===== src/rtl/alu_matrix_sequencer.sv =====
// Job sequencer in front of the ALU matrix: accepts (opcode, length) commands and
// streams one element at a time through the ALU, returning results on a valid/ready port.
module alu_matrix_sequencer #(
    parameter int DATA_W  = 32,
    parameter int SEL_W   = 6,
    parameter int LEN_W   = 5,
    parameter int MAX_LEN = 16,
    parameter int ALU_LAT = 1
) (
    input  logic              clk,
    input  logic              reset,
    input  logic              cmd_valid,
    output logic              cmd_ready,
    input  logic [SEL_W-1:0]  cmd_op,
    input  logic [LEN_W-1:0]  cmd_len,
    input  logic              abort,
    input  logic              in_valid,
    output logic              in_ready,
    input  logic [DATA_W-1:0] in_data,
    output logic              out_valid,
    input  logic              out_ready,
    output logic [DATA_W-1:0] out_data,
    output logic              out_last,
    output logic [SEL_W-1:0]  alu_sel,
    output logic [DATA_W-1:0] alu_eleIn,
    input  logic [DATA_W-1:0] alu_eleOut,
    output logic              busy,
    output logic              done,
    output logic              err_len
);

    localparam int LAT_W = (ALU_LAT < 2) ? 1 : $clog2(ALU_LAT + 1);

    localparam logic [1:0] IDLE  = 2'd0;
    localparam logic [1:0] ISSUE = 2'd1;
    localparam logic [1:0] WAIT  = 2'd2;
    localparam logic [1:0] EMIT  = 2'd3;

    localparam logic [LEN_W-1:0] MAX_LEN_V = LEN_W'(MAX_LEN);
    localparam logic [LEN_W-1:0] ONE_LEN   = LEN_W'(1);
    localparam logic [LAT_W-1:0] LAT_INIT  = LAT_W'(ALU_LAT);
    localparam logic [LAT_W-1:0] ONE_LAT   = LAT_W'(1);

    logic [1:0]        state;
    logic [1:0]        state_next;
    logic              live;
    logic [SEL_W-1:0]  op_q;
    logic [LEN_W-1:0]  rem;
    logic [LAT_W-1:0]  lat_cnt;
    logic [DATA_W-1:0] ele_in_q;
    logic [DATA_W-1:0] out_data_q;
    logic              done_q;
    logic              err_len_q;

    logic cmd_fire;
    logic len_ok;
    logic in_take;
    logic out_take;
    logic capture;

    // live keeps cmd_ready low while reset is held and for the first edge after release
    assign cmd_ready = live && (state == IDLE);
    assign in_ready  = (state == ISSUE);
    assign out_valid = (state == EMIT);
    assign out_last  = out_valid && (rem == ONE_LEN);
    assign busy      = (state != IDLE);
    assign alu_sel   = busy ? op_q : '0;
    assign alu_eleIn = ele_in_q;
    assign out_data  = out_data_q;
    assign done      = done_q;
    assign err_len   = err_len_q;

    assign cmd_fire = cmd_valid && cmd_ready;
    assign len_ok   = (cmd_len != '0) && (cmd_len <= MAX_LEN_V);
    // abort outranks a coincident element handshake, so gated versions drive the datapath
    assign in_take  = in_valid && in_ready && !abort;
    assign out_take = out_ready && out_valid && !abort;
    assign capture  = (state == WAIT) && (lat_cnt == ONE_LAT) && !abort;

    always_comb begin
        state_next = state;
        case (state)
            IDLE: begin
                if (cmd_fire && len_ok) begin
                    state_next = ISSUE;
                end
            end
            ISSUE: begin
                if (abort) begin
                    state_next = IDLE;
                end else if (in_valid) begin
                    state_next = WAIT;
                end
            end
            WAIT: begin
                if (abort) begin
                    state_next = IDLE;
                end else if (lat_cnt == ONE_LAT) begin
                    state_next = EMIT;
                end
            end
            EMIT: begin
                if (abort) begin
                    state_next = IDLE;
                end else if (out_ready) begin
                    state_next = (rem == ONE_LEN) ? IDLE : ISSUE;
                end
            end
            default: state_next = IDLE;
        endcase
    end

    always_ff @(posedge clk or negedge reset) begin
        if (!reset) begin
            state <= IDLE;
            live  <= 1'b0;
        end else begin
            state <= state_next;
            live  <= 1'b1;
        end
    end

    always_ff @(posedge clk or negedge reset) begin
        if (!reset) begin
            op_q       <= '0;
            rem        <= '0;
            lat_cnt    <= '0;
            ele_in_q   <= '0;
            out_data_q <= '0;
            done_q     <= 1'b0;
            err_len_q  <= 1'b0;
        end else begin
            done_q    <= out_take && (rem == ONE_LEN);
            err_len_q <= cmd_fire && !len_ok;
            if (cmd_fire && len_ok) begin
                op_q <= cmd_op;
                rem  <= cmd_len;
            end
            if (in_take) begin
                ele_in_q <= in_data;
                lat_cnt  <= LAT_INIT;
            end else if ((state == WAIT) && (lat_cnt != '0)) begin
                lat_cnt <= lat_cnt - ONE_LAT;
            end
            if (capture) begin
                out_data_q <= alu_eleOut;
            end
            if (out_take) begin
                rem <= rem - ONE_LEN;
            end
        end
    end

endmodule


===== config.mk =====
export PLATFORM = sky130hd
export DESIGN_NAME = alu_matrix_sequencer
export DESIGN_NICKNAME = d
export VERILOG_FILES = /design/src/rtl/alu_matrix_sequencer.sv
export SDC_FILE = /design/constraint.sdc
export NUM_CORES = 1
export LEC_CHECK = 0
export ABC_AREA = 1
export BUFFER_PORTS_ARGS = -buffer_cell sky130_fd_sc_hd__buf_4
export CORE_MARGIN = 4
export CORE_UTILIZATION = 42
export DETAILED_ROUTE_END_ITERATION = 8
export PLACE_DENSITY = 0.73
export SLEW_MARGIN = 10
export SYNTH_ARGS = -nofsm -noshare
export SYNTH_HDL_FRONTEND = slang
export SYNTH_SLANG_ARGS = --single-unit

===== constraint.sdc =====
create_clock -name clk -period 1.2 [get_ports clk]
set_input_delay 0.24 -clock clk [delete_from_list [all_inputs] [get_ports clk]]
set_output_delay 0.24 -clock clk [all_outputs]
set_load 0.05 [all_outputs]

==> results of run 1 <==
==> synthesized netlist by cell type (all sizes together) <==
cell type,count
nand2,90
dfrtp,81
nand3,43
mux2,32
nor2,31
inv,24
buf,10
a21oi,7
o21ai,6
clkbuf,4
nand4,4
ha,2
nor3,2
a21boi,1
conb,1
nand3b,1
==> flip-flops by register name (all words and copies together) (netlist names) <==
register / cells
alu_eleIn: 32
done: 1
err_len: 1
lat_cnt: 1
live: 1
op_q: 6
out_data: 32
rem: 5
state: 2
==> cells by family (layout without fill, tap and decap cells) <==
logic type	Yosys count	count (layout)
other	1	1
flip-flops	81	81
AO/OA/AOI/OAI	14	14
AND/OR/NAND/NOR	171	172
adder cells (fa/ha/maj)	2	2
buffers and inverters	38	265
multiplexers	32	32
==> final timing paths <==
| check | from | endpoint | slack, ns | cells after the start |
|---|---|---|---|---|
| setup / recovery | state[1]$_DFFE_PN0P_ | cmd_ready | -0.41 | 5 |
| max in group asynchronous | reset | state[0]$_DFFE_PN0P_ | 0.39 | 3 |
| hold reg to reg | out_data[31]$_DFFE_PN0P_ | out_data[31]$_DFFE_PN0P_ | 0.48 | 2 |
| hold / removal | in_data[15] | alu_eleIn[15]$_DFFE_PN0P_ | 0.12 | 2 |
| setup reg to reg | state[1]$_DFFE_PN0P_ | op_q[2]$_DFFE_PN0P_ | -0.37 | 7 |
| min in group asynchronous | reset | out_data[7]$_DFFE_PN0P_ | 0.37 | 2 |
==> layout make-up <==
class | instances | area share [%]
multi-input combinational | 221 | 24.8
timing repair buffer | 225 | 36.1
sequential | 81 | 32.1
clock buffer | 10 | 2.18
clock inverter | 6 | 1.03
tap | 102 | 2.02
inverter | 24 | 1.76
==> power groups by stage <==
stage                     logic [mW]  clock network, mW  registers (mW)
after floorplan                 2.59                  0            8.20
after global placement          9.11                  0            4.69
after detailed placement        9.25                  0            4.72
after CTS                       10.6               2.03            4.74
after global routing            11.9               2.16            5.06
final                           11.4               1.99            4.92
==> worst reg2reg max path: stages (launching register included) <==
cell	delay [ns]
dfrtp_2	0.46
nor2_4	0.19
nand2_4	0.08
buf_6	0.12
nor2_4	0.16
nand3_4	0.21
buf_6	0.19
a21oi_2	0.11
==> routing by layer <==
metal	wire, microns	up-vias
met3	717	13
met1	4560	1570
met5	0	-
li1	-	1553
met4	156	0
met2	5750	129
==> layout by cell type (no fill, tap or decap), drive strengths merged, types with 2 or more instances in the layout <==
| cell | Yosys | final |
|---|---|---|
| nand3 | 43 | 44 |
| buf | 10 | 224 |
| nor3 | 2 | 2 |
| o21ai | 6 | 6 |
| nand4 | 4 | 4 |
| inv | 24 | 24 |
| a21oi | 7 | 7 |
| mux2 | 32 | 32 |
| ha | 2 | 2 |
| clkbuf | 4 | 10 |
| clkinv | 0 | 3 |
| nor2 | 31 | 31 |
| nand2 | 90 | 90 |
| clkinvlp | 0 | 2 |
| dfrtp | 81 | 81 |
==> what timing repair did <==
item | in CTS | in global routing
hold buffers | 1 | 0
setup endpoints to repair | 89 | 138
pin swaps | 5 | 8
endpoints found under the hold margin | 19 | 0
resized for setup | 97 | 73
setup buffers | 19 | 8
cloned | 8 | 0
==> stage by stage <==
| stage | cell area [sq um] | hold slack (ns) | setup TNS [ns] | util, % |
|---|---|---|---|---|
| after floorplan | 3540 | -0.0556 | -14.93 | - |
| after global placement | 5080 | 0.171 | -8.63 | 64.8 |
| after detailed placement | 5080 | 0.170 | -11.29 | 64.8 |
| after CTS | 6000 | 0.112 | -21.34 | 76.4 |
| after global routing | 6310 | 0.104 | -32.29 | 80.5 |
| final | 6310 | 0.120 | -27.41 | 80.5 |
==> impl_results.md, run 1 <==
* First-pass GRT wire length at 17.1 mm
* Syn nets at 422
* Post-route DRC at 0
* Largest family of logic cells by synthesized area: simple AND/OR/NAND/NOR gates
* Routed WL at 11.2 mm
* Gpl congestion at 0.840
* Gr ovfl total at 0
* Yosys top cell by area: dfrtp_1
* Worst-Skew Late Latency at 0.35 ns
* CTS tree: yes
* Clk sink count at 81
* Die area at 9700 sq um
* Die H at 98.5 microns
* Die W at 98.5 microns
* Layout Nets at 645
* Longest Clk Path Bufs at 2
* Met2 usage at 38.2%
* Top delay family on crit path: flip-flops
* CTS H-tree lvls at 3
* Area share of the largest cell type after synthesis at 58.9%
* Final WS setup at -0.414 ns
* RSZ-0062 raised after global routing: true
* FP Rows at 32
* DRT iter0 DRCs at 88
* Initial antenna violation count at 0
* Critical path endpoint category: output port
* Hold Vio Cnt, Final at 0
* Area of the multi-input gates at 1570 sq um
* Synth Area in Simple Gates at 22.3%
* Vias per Instance at 4.88
* Starting Density at 43.8%
* HP Class: primary input to flop
* Layout Area Growth over Synthesis at 83.6%
* CTS clock-pin slew for the worst setup and hold paths at 0.09 ns
* Syn Inst Count at 339
* Crit-path slowest cell: dfrtp_2
* ANT nets after route at 0
* Dpl hpwl at 7.07 mm
* Fin cells at 669
* Busiest layer in global routing: met2
* FF/Latch Area at 2030 sq um
* Met3 global-route usage at 5.38%
* Multiplexer share of the synthesized area at 10.5%
* Max VDD drop at 1.45 mV
* Switching Share at 47.6%
* WP data arrival at 1.37 ns
* Crit Path Class: flop to output port
* Dpl cells at 618
* Core ar. at 7850 sq um
* Power density cells at 2900 nW/um^2
* Combinational power share at 62.3%
* Vias in the first global route at 3376
* CP Cell Sequence: nor2_4, nand2_4, buf_6, clkinvlp_4, buf_8
* Syn_area_per_cell at 10.1 sq um
* Final setup viols at 89
* Switch Pwr at 8.72 mW
* Clock root buffer: clkbuf_8
* Post-Synth XOR/XNOR Area at 0%
* Antenna Diode Count at 0
* #FFs+latches synth at 81
* Worst Skew at 0.0147 ns
* Max cap viols at 0
* Max-slew violations at 0
* Violated checks: negative setup slack
* Num ports at 158
* M1 GR Usage at 28.0%
* Drt wl/cell at 16.7 microns
* Share of layout cells above drive strength 1 at 58.6%
* Internal at 9.58 mW
* Status: finished, violations left
* # fillers at 455
* CTS Buf Count at 9
* Worst Path Buf+Inv at 3
* Port Buf Inserts at 157
* DR vias at 3265
* Crit-path max cell delay at 0.46 ns
* Cell Area, Synth at 3440 sq um
* Area contributors post-synth: dfrtp_1 (59%), mux2_1 (9.5%), nand2_1 (9.5%), nand3_1 (6.0%), nor2_1 (2.9%)
* Netlist cell types at 27
* Total Power at 18.3 mW
* Synth warn at 0
* Adder-Cell Fraction of Synth Area at 0.728%
* Sequential Power Share at 26.9%
* Clock power frac at 10.9%
* GRT Resource Usage Total at 22.2%
* Final Cycle Share at 135%
* Synth Area in Compound Gates at 2.22%
* Max Freq at 619 MHz
* DR pass1 iterations at 4
* P_leak at 3.33 nW
* Place WS at -0.211 ns
* Worst setup SP type: flop
* Worst EP required at 0.96 ns
* Sequential fraction of the synthesis area at 58.9%
* Min cycle time layout at 1.61 ns
* Worst-path fanout max at 4
* Largest net degree at the start of global routing at 26
Note: power is estimated with default switching activity, not from simulation.
==> inputs of run 2 (changes only) <==
CORE_ASPECT_RATIO = 0.75   (was unset)
SKIP_CTS_REPAIR_TIMING = 1   (was unset)
==> run 2 against run 1 <==
Effect of this change:
- the flow still finishes with violations (negative setup slack)
- die area is 0.15% higher
- register-to-register slack got worse by 0.02 ns
- via count decreased by 2.4%
- critical endpoint is now busy
- largest power group unchanged
- sequential power is essentially flat
- worst hold slack improved by 0.0016 ns
- sequential share of layout area is 1.9 points higher
==> impl_results.md, run 2 (same netlist as run 1, synthesis figures left out) <==
* Worst-Skew Late Latency at 0.35 ns (about the same)
* Vias per Instance at 4.88 (about the same)
* Layout Area Growth over Synthesis at 73.2%
* Worst EP required at 0.96 ns (about the same)
* Max VDD drop at 2.12 mV (+47%)
* Largest net degree at the start of global routing at 82 (+220%)
* Hold WS at 0.122 ns (+0.00163 ns)
* # fillers at 514 (+13%)
* Fin cells at 653 (-2.4%)
* CTS H-tree lvls at 3 (unchanged)
* CP Cell Sequence: nor2_4, buf_12, inv_1, buf_6
* Crit-path max cell delay at 0.47 ns (about the same)
* Crit Path Class: flop to output port
* Final setup viols at 90 (+1.1%)
* Critical path endpoint category: output port
* RSZ-0062 raised after global routing: true
* Final Cycle Share at 136% (+1.1 points)
* Power density cells at 3030 nW/um^2 (+4.5%)
* Routed WL at 10.9 mm (-2.5%)
* Drt wl/cell at 16.7 microns (-0.12%)
* Hold Vio Cnt, Final at 0 (unchanged)
* Worst-path fanout max at 9 (+5)
* Dpl cells at 618 (unchanged)
* Gr ovfl total at 0 (unchanged)
* Worst setup SP type: flop
* Initial antenna violation count at 0 (unchanged)
* CTS tree: yes
* Vias in the first global route at 2930 (-13%)
* CTS Buf Count at 9 (unchanged)
* Status: finished, violations left
* GRT Resource Usage Total at 18.8% (-3.4 points)
* Core ar. at 7920 sq um (+0.89%)
* Worst Path Buf+Inv at 3 (unchanged)
* Top delay family on crit path: flip-flops
* Area post-placement at 5030 sq um (-1.1%)
* P_leak at 3.17 nW (-4.7%)
* Post-route DRC at 0 (unchanged)
* Dpl hpwl at 6.75 mm (-4.5%)
* DR vias at 3188 (-2.4%)
* Share of layout cells above drive strength 1 at 55.1% (-3.4 points)
* Longest Clk Path Bufs at 2 (unchanged)
* Highest-count cells in the layout ignoring fill and taps: buf_4 (123), nand2_1 (83), dfrtp_1 (79), buf_6 (72), nand3_1 (37)
* Max cap viols at 0 (unchanged)
* DRT iter0 DRCs at 119 (+35%)
* Min cycle time layout at 1.63 ns (+0.0136 ns)
* Starting Density at 43.4% (-0.39 points)
* Die H at 86.4 microns (-12%)
* FP Rows at 28 (-13%)
* Commonest non-fill, non-tap cell in the layout: buf_4
* Port Buf Inserts at 157 (unchanged)
* Finished Core Util at 75.2% (-5.2 points)
* Clock root buffer: clkbuf_8
* WP data arrival at 1.39 ns (+0.02 ns)
* First-pass GRT wire length at 14.7 mm (-14%)
* Fin area at 5960 sq um (-5.7%)
* Max-slew violations at 0 (unchanged)
* Gpl congestion at 0.812 (-3.4%)
* Crit-path slowest cell: dfrtp_2
* Die W at 112 microns (+14%)
* Total Power at 18.0 mW (-1.4%)
* Place WS at -0.177 ns (+0.0343 ns)
* Antenna Diode Count at 0 (unchanged)
* HP Class: primary input to flop
* Worst Skew at 0.0106 ns (-0.00413 ns)
* DR pass1 iterations at 4 (unchanged)
* Max Freq at 614 MHz (-0.83%)
* CTS clock-pin slew for the worst setup and hold paths at 0.08 ns (about the same)
* Layout Nets at 627 (-2.8%)
* Num ports at 158 (unchanged)
* Final WS setup at -0.428 ns (-0.0136 ns)
* Setup TNS at -20.68 ns (+6.73 ns)
* ANT nets after route at 0 (unchanged)
* Die area at 9720 sq um (+0.15%)
* Clk sink count at 81 (unchanged)
* Violated checks: negative setup slack
run 2: routing by layer:
layer  global-route usage [%]  part of all wire, %  vias up
li1                         -                    -     1510
met1                     26.3                   43     1547
met2                     28.8                   50      121
met3                     6.35                  6.6       10
met4                     4.15                 0.84        0
met5                        0                    0        -
run 2: worst paths after layout:
| kind | from | cells past startpoint | slack, ns | endpoint |
|---|---|---|---|---|
| max | state[0]$_DFFE_PN0P_ | 4 | -0.43 | busy |
| min | alu_eleOut[12] | 3 | 0.12 | out_data[12]$_DFFE_PN0P_ |
| max reg2reg | state[1]$_DFFE_PN0P_ | 6 | -0.39 | alu_eleIn[12]$_DFFE_PN0P_ |
| min reg2reg | out_data[6]$_DFFE_PN0P_ | 2 | 0.48 | out_data[6]$_DFFE_PN0P_ |
| max in group asynchronous | reset | 3 | 0.33 | state[1]$_DFFE_PN0P_ |
| min in group asynchronous | reset | 3 | 0.50 | alu_eleIn[19]$_DFFE_PN0P_ |
run 2: where the power goes:
group | total (mW) | internal [mW] | switching, mW
Combinational | 11.0 | 4.32 | 6.69
Clock | 2.11 | 1.15 | 0.961
Sequential | 4.91 | 3.97 | 0.946
Total | 18.0 | 9.44 | 8.60
run 2: layout make-up:
class | instances | area [sq um] | share of cell area, %
inverter | 24 | 93.8 | 1.58
sequential | 81 | 2030 | 34.1
clock inverter | 6 | 83.8 | 1.41
multi-input combinational | 222 | 1560 | 26.1
clock buffer | 9 | 124 | 2.08
tap | 105 | 131 | 2.21
timing repair buffer | 206 | 1940 | 32.6
run 2: worst register-to-register path, cell delays in order, from the launching register on:
cell	delay, ns
dfrtp_2	0.45
buf_6	0.13
nor2_4	0.11
buf_6	0.11
nand3_4	0.15
clkbuf_16	0.23
mux2_4	0.30
==> inputs of run 3 (changes only) <==
CORE_UTILIZATION = 50   (was 42)
PLACE_DENSITY = 0.82   (was 0.73)
SKIP_LAST_GASP = 1   (was unset)
clock period = 2.1 ns   (was 1.2 ns; I/O delays follow)
==> run 3 against run 2 <==
Effect of this change:
- flip-flop and latch count is the same
- the run now ends clean
- count of clock-buffer cells in the layout increased by 2
- global-route usage is 2.2 points higher
- final area decreased by 18%
- largest cell class unchanged
- critical endpoint is now out_last
- sequential share of layout area increased by 7.4 points
- clock skew down 0.0051 ns
- combinational power down 55%
- sequential power is 46% lower
- highest routed layer unchanged
- routed wire length down 21%
- largest power group unchanged
==> impl_results.md, run 3 (same netlist as run 1, synthesis figures left out) <==
* Length of routed met2 wiring at 4.05 mm (-26%)
* FP Rows at 25 (-11%)
* M1 WL at 3.71 mm (-20%)
* Gpl congestion at 0.789 (-2.9%)
* Final Cycle Share at 93.4%
* Clock root buffer: clkbuf_8
* Fin area at 4880 sq um (-18%)
* Worst EP required at 1.68 ns (+0.72 ns)
* Crit Path Class: flop to output port
* CTS Buf Count at 9 (unchanged)
* ANT nets after route at 0 (unchanged)
* Layout Nets at 583 (-7.0%)
* CTS clock-pin slew for the worst setup and hold paths at 0.08 ns (about the same)
* Largest net degree at the start of global routing at 34 (-59%)
* First-pass GRT wire length at 13.8 mm (-6.0%)
* Switch Pwr at 4.42 mW (-49%)
* Worst-Skew Late Latency at 0.34 ns (about the same)
* Commonest non-fill, non-tap cell in the layout: buf_4
* Starting Density at 53.1% (+9.7 points)
* Final setup viols at 0 (-100%)
* Post-route DRC at 0 (unchanged)
* CTS H-tree lvls at 3 (unchanged)
* CTS tree: yes
* Max-slew violations at 0 (unchanged)
* Clk sink count at 81 (unchanged)
* Vias per Instance at 4.91 (+0.66%)
* Min cycle time layout at 1.96 ns
* Die area at 8280 sq um (-15%)
* GRT Resource Usage Total at 21.0% (+2.2 points)
* Hold WS at 0.00717 ns (-0.114 ns)
* FF-to-FF setup slack at 0.42 ns (+0.81 ns)
* Drt wl/cell at 14.7 microns (-12%)
* Clock power frac at 13.2% (+1.5 points)
* Gr ovfl total at 0 (unchanged)
* DR top layer: met4
* Max cap viols at 0 (unchanged)
* DR pass1 iterations at 5 (+1)
* Max Freq at 510 MHz
* WP data arrival at 1.54 ns (+0.15 ns)
* Vias in the first global route at 2861 (-2.4%)
* Area post-placement at 4680 sq um (-6.9%)
* Layout Area Growth over Synthesis at 42.0%
* Routed WL at 8.58 mm (-21%)
* RSZ-0062 raised after global routing: false
* Highest-count cells in the layout ignoring fill and taps: buf_4 (164), nand2_1 (87), dfrtp_1 (81), nand3_1 (41), mux2_1 (29)
* Share of layout cells above drive strength 1 at 38.5% (-17 points)
* Worst setup SP type: flop
* Worst-path fanout max at 4 (-5)
* Antenna Diode Count at 0 (unchanged)
* Power density cells at 1790 nW/um^2 (-41%)
* Longest Clk Path Bufs at 2 (unchanged)
* Setup TNS at 0 ns (+20.68 ns)
* Core ar. at 6470 sq um (-18%)
* Hold Vio Cnt, Final at 0 (unchanged)
* Sequential Power Share at 30.4% (+3.2 points)
* Critical path endpoint category: output port
* Dpl hpwl at 6.56 mm (-2.8%)
* Max VDD drop at 1.12 mV (-47%)
* Worst Skew at 0.00545 ns (-0.00515 ns)
* P_leak at 2.66 nW (-16%)
* Port Buf Inserts at 157 (unchanged)
* Die W at 104 microns (-7.8%)
* DRT iter0 DRCs at 121 (+1.7%)
* Internal at 4.31 mW (-54%)
* Met3 WL at 730 microns (+2.1%)
* Die H at 79.8 microns (-7.6%)
* Status: finished clean
* FF-to-FF End: rem[0]$_DFFE_PN0P_
* Combinational power share at 56.4% (-4.6 points)
* DR vias at 2875 (-9.8%)
* Switching Share at 50.6% (+3.0 points)
* Num ports at 158 (unchanged)
* Initial antenna violation count at 0 (unchanged)
* Reg2reg start: state[1]$_DFFE_PN0P_
* R2R cell count at 6 (unchanged)
* HP Class: primary input to asynchronous set/reset pin
-- run 3: cell types whose count changed in the layout (fill, tap and decap cells not counted), moves of 5 or more --
cell	delta
buf_6	-72
buf_4	+41
mux2_1	+29
mux2_4	-29
nor2_1	+15
nor2_4	-9
nor2_2	-6
buf_12	-5
-- run 3: area by class of cell --
type                    instances  area, sq um
repair buffers                164         1230
inverters                      24         90.1
flip-flops and latches         81         2030
clock inverters                 4         51.3
multi-input cells             220         1230
fillers                       482         1590
clock buffers                  11          151
well taps                      81          101
-- run 3: worst max-delay path by stage --
stage	from	to	slack, ns	depth (start not counted)
2_1_floorplan	rem[1]$_DFFE_PN0P_	out_last	0.29	4
3_3_place_gp	state[1]$_DFFE_PN0P_	rem[0]$_DFFE_PN0P_	0.44	6
3_5_place_dp	state[1]$_DFFE_PN0P_	rem[0]$_DFFE_PN0P_	0.42	6
4_1_cts	rem[1]$_DFFE_PN0P_	out_last	0.14	5
5_1_grt	rem[1]$_DFFE_PN0P_	out_last	0.05	5
6_report	rem[1]$_DFFE_PN0P_	out_last	0.14	5
-- run 3: per-stage QoR --
stage	total power, mW	worst slack, ns	std cells	util, %
floorplan	6.01	0.294	339	-
global placement	7.52	0.444	570	72.3
detailed placement	7.64	0.416	570	72.3
CTS	8.80	0.143	585	75.4
global route	9.19	0.0460	585	75.4
finish	8.73	0.138	585	75.4
-- run 3: routing by layer --
| layer | GRT usage, % | vias to the layer above |
|---|---|---|
| li1 | - | 1409 |
| met1 | 26.3 | 1335 |
| met2 | 34.9 | 121 |
| met3 | 8.00 | 10 |
| met4 | 5.58 | 0 |
| met5 | 0 | - |
-- run 3: power by group through the flow --
stage	Clock (mW)	Sequential, mW	Combinational (mW)
after global routing	1.24	2.75	5.20
after floorplan	0	4.68	1.33
after global placement	0	2.66	4.86
after CTS	1.18	2.66	4.97
after detailed placement	0	2.68	4.96
final	1.15	2.66	4.92
-- run 3: worst max-delay path: stages, from the launching register on --
cell,delay [ns]
dfrtp_1,0.39
inv_1,0.12
ha_1,0.16
nand4_1,0.17
nor2_1,0.15
buf_4,0.21
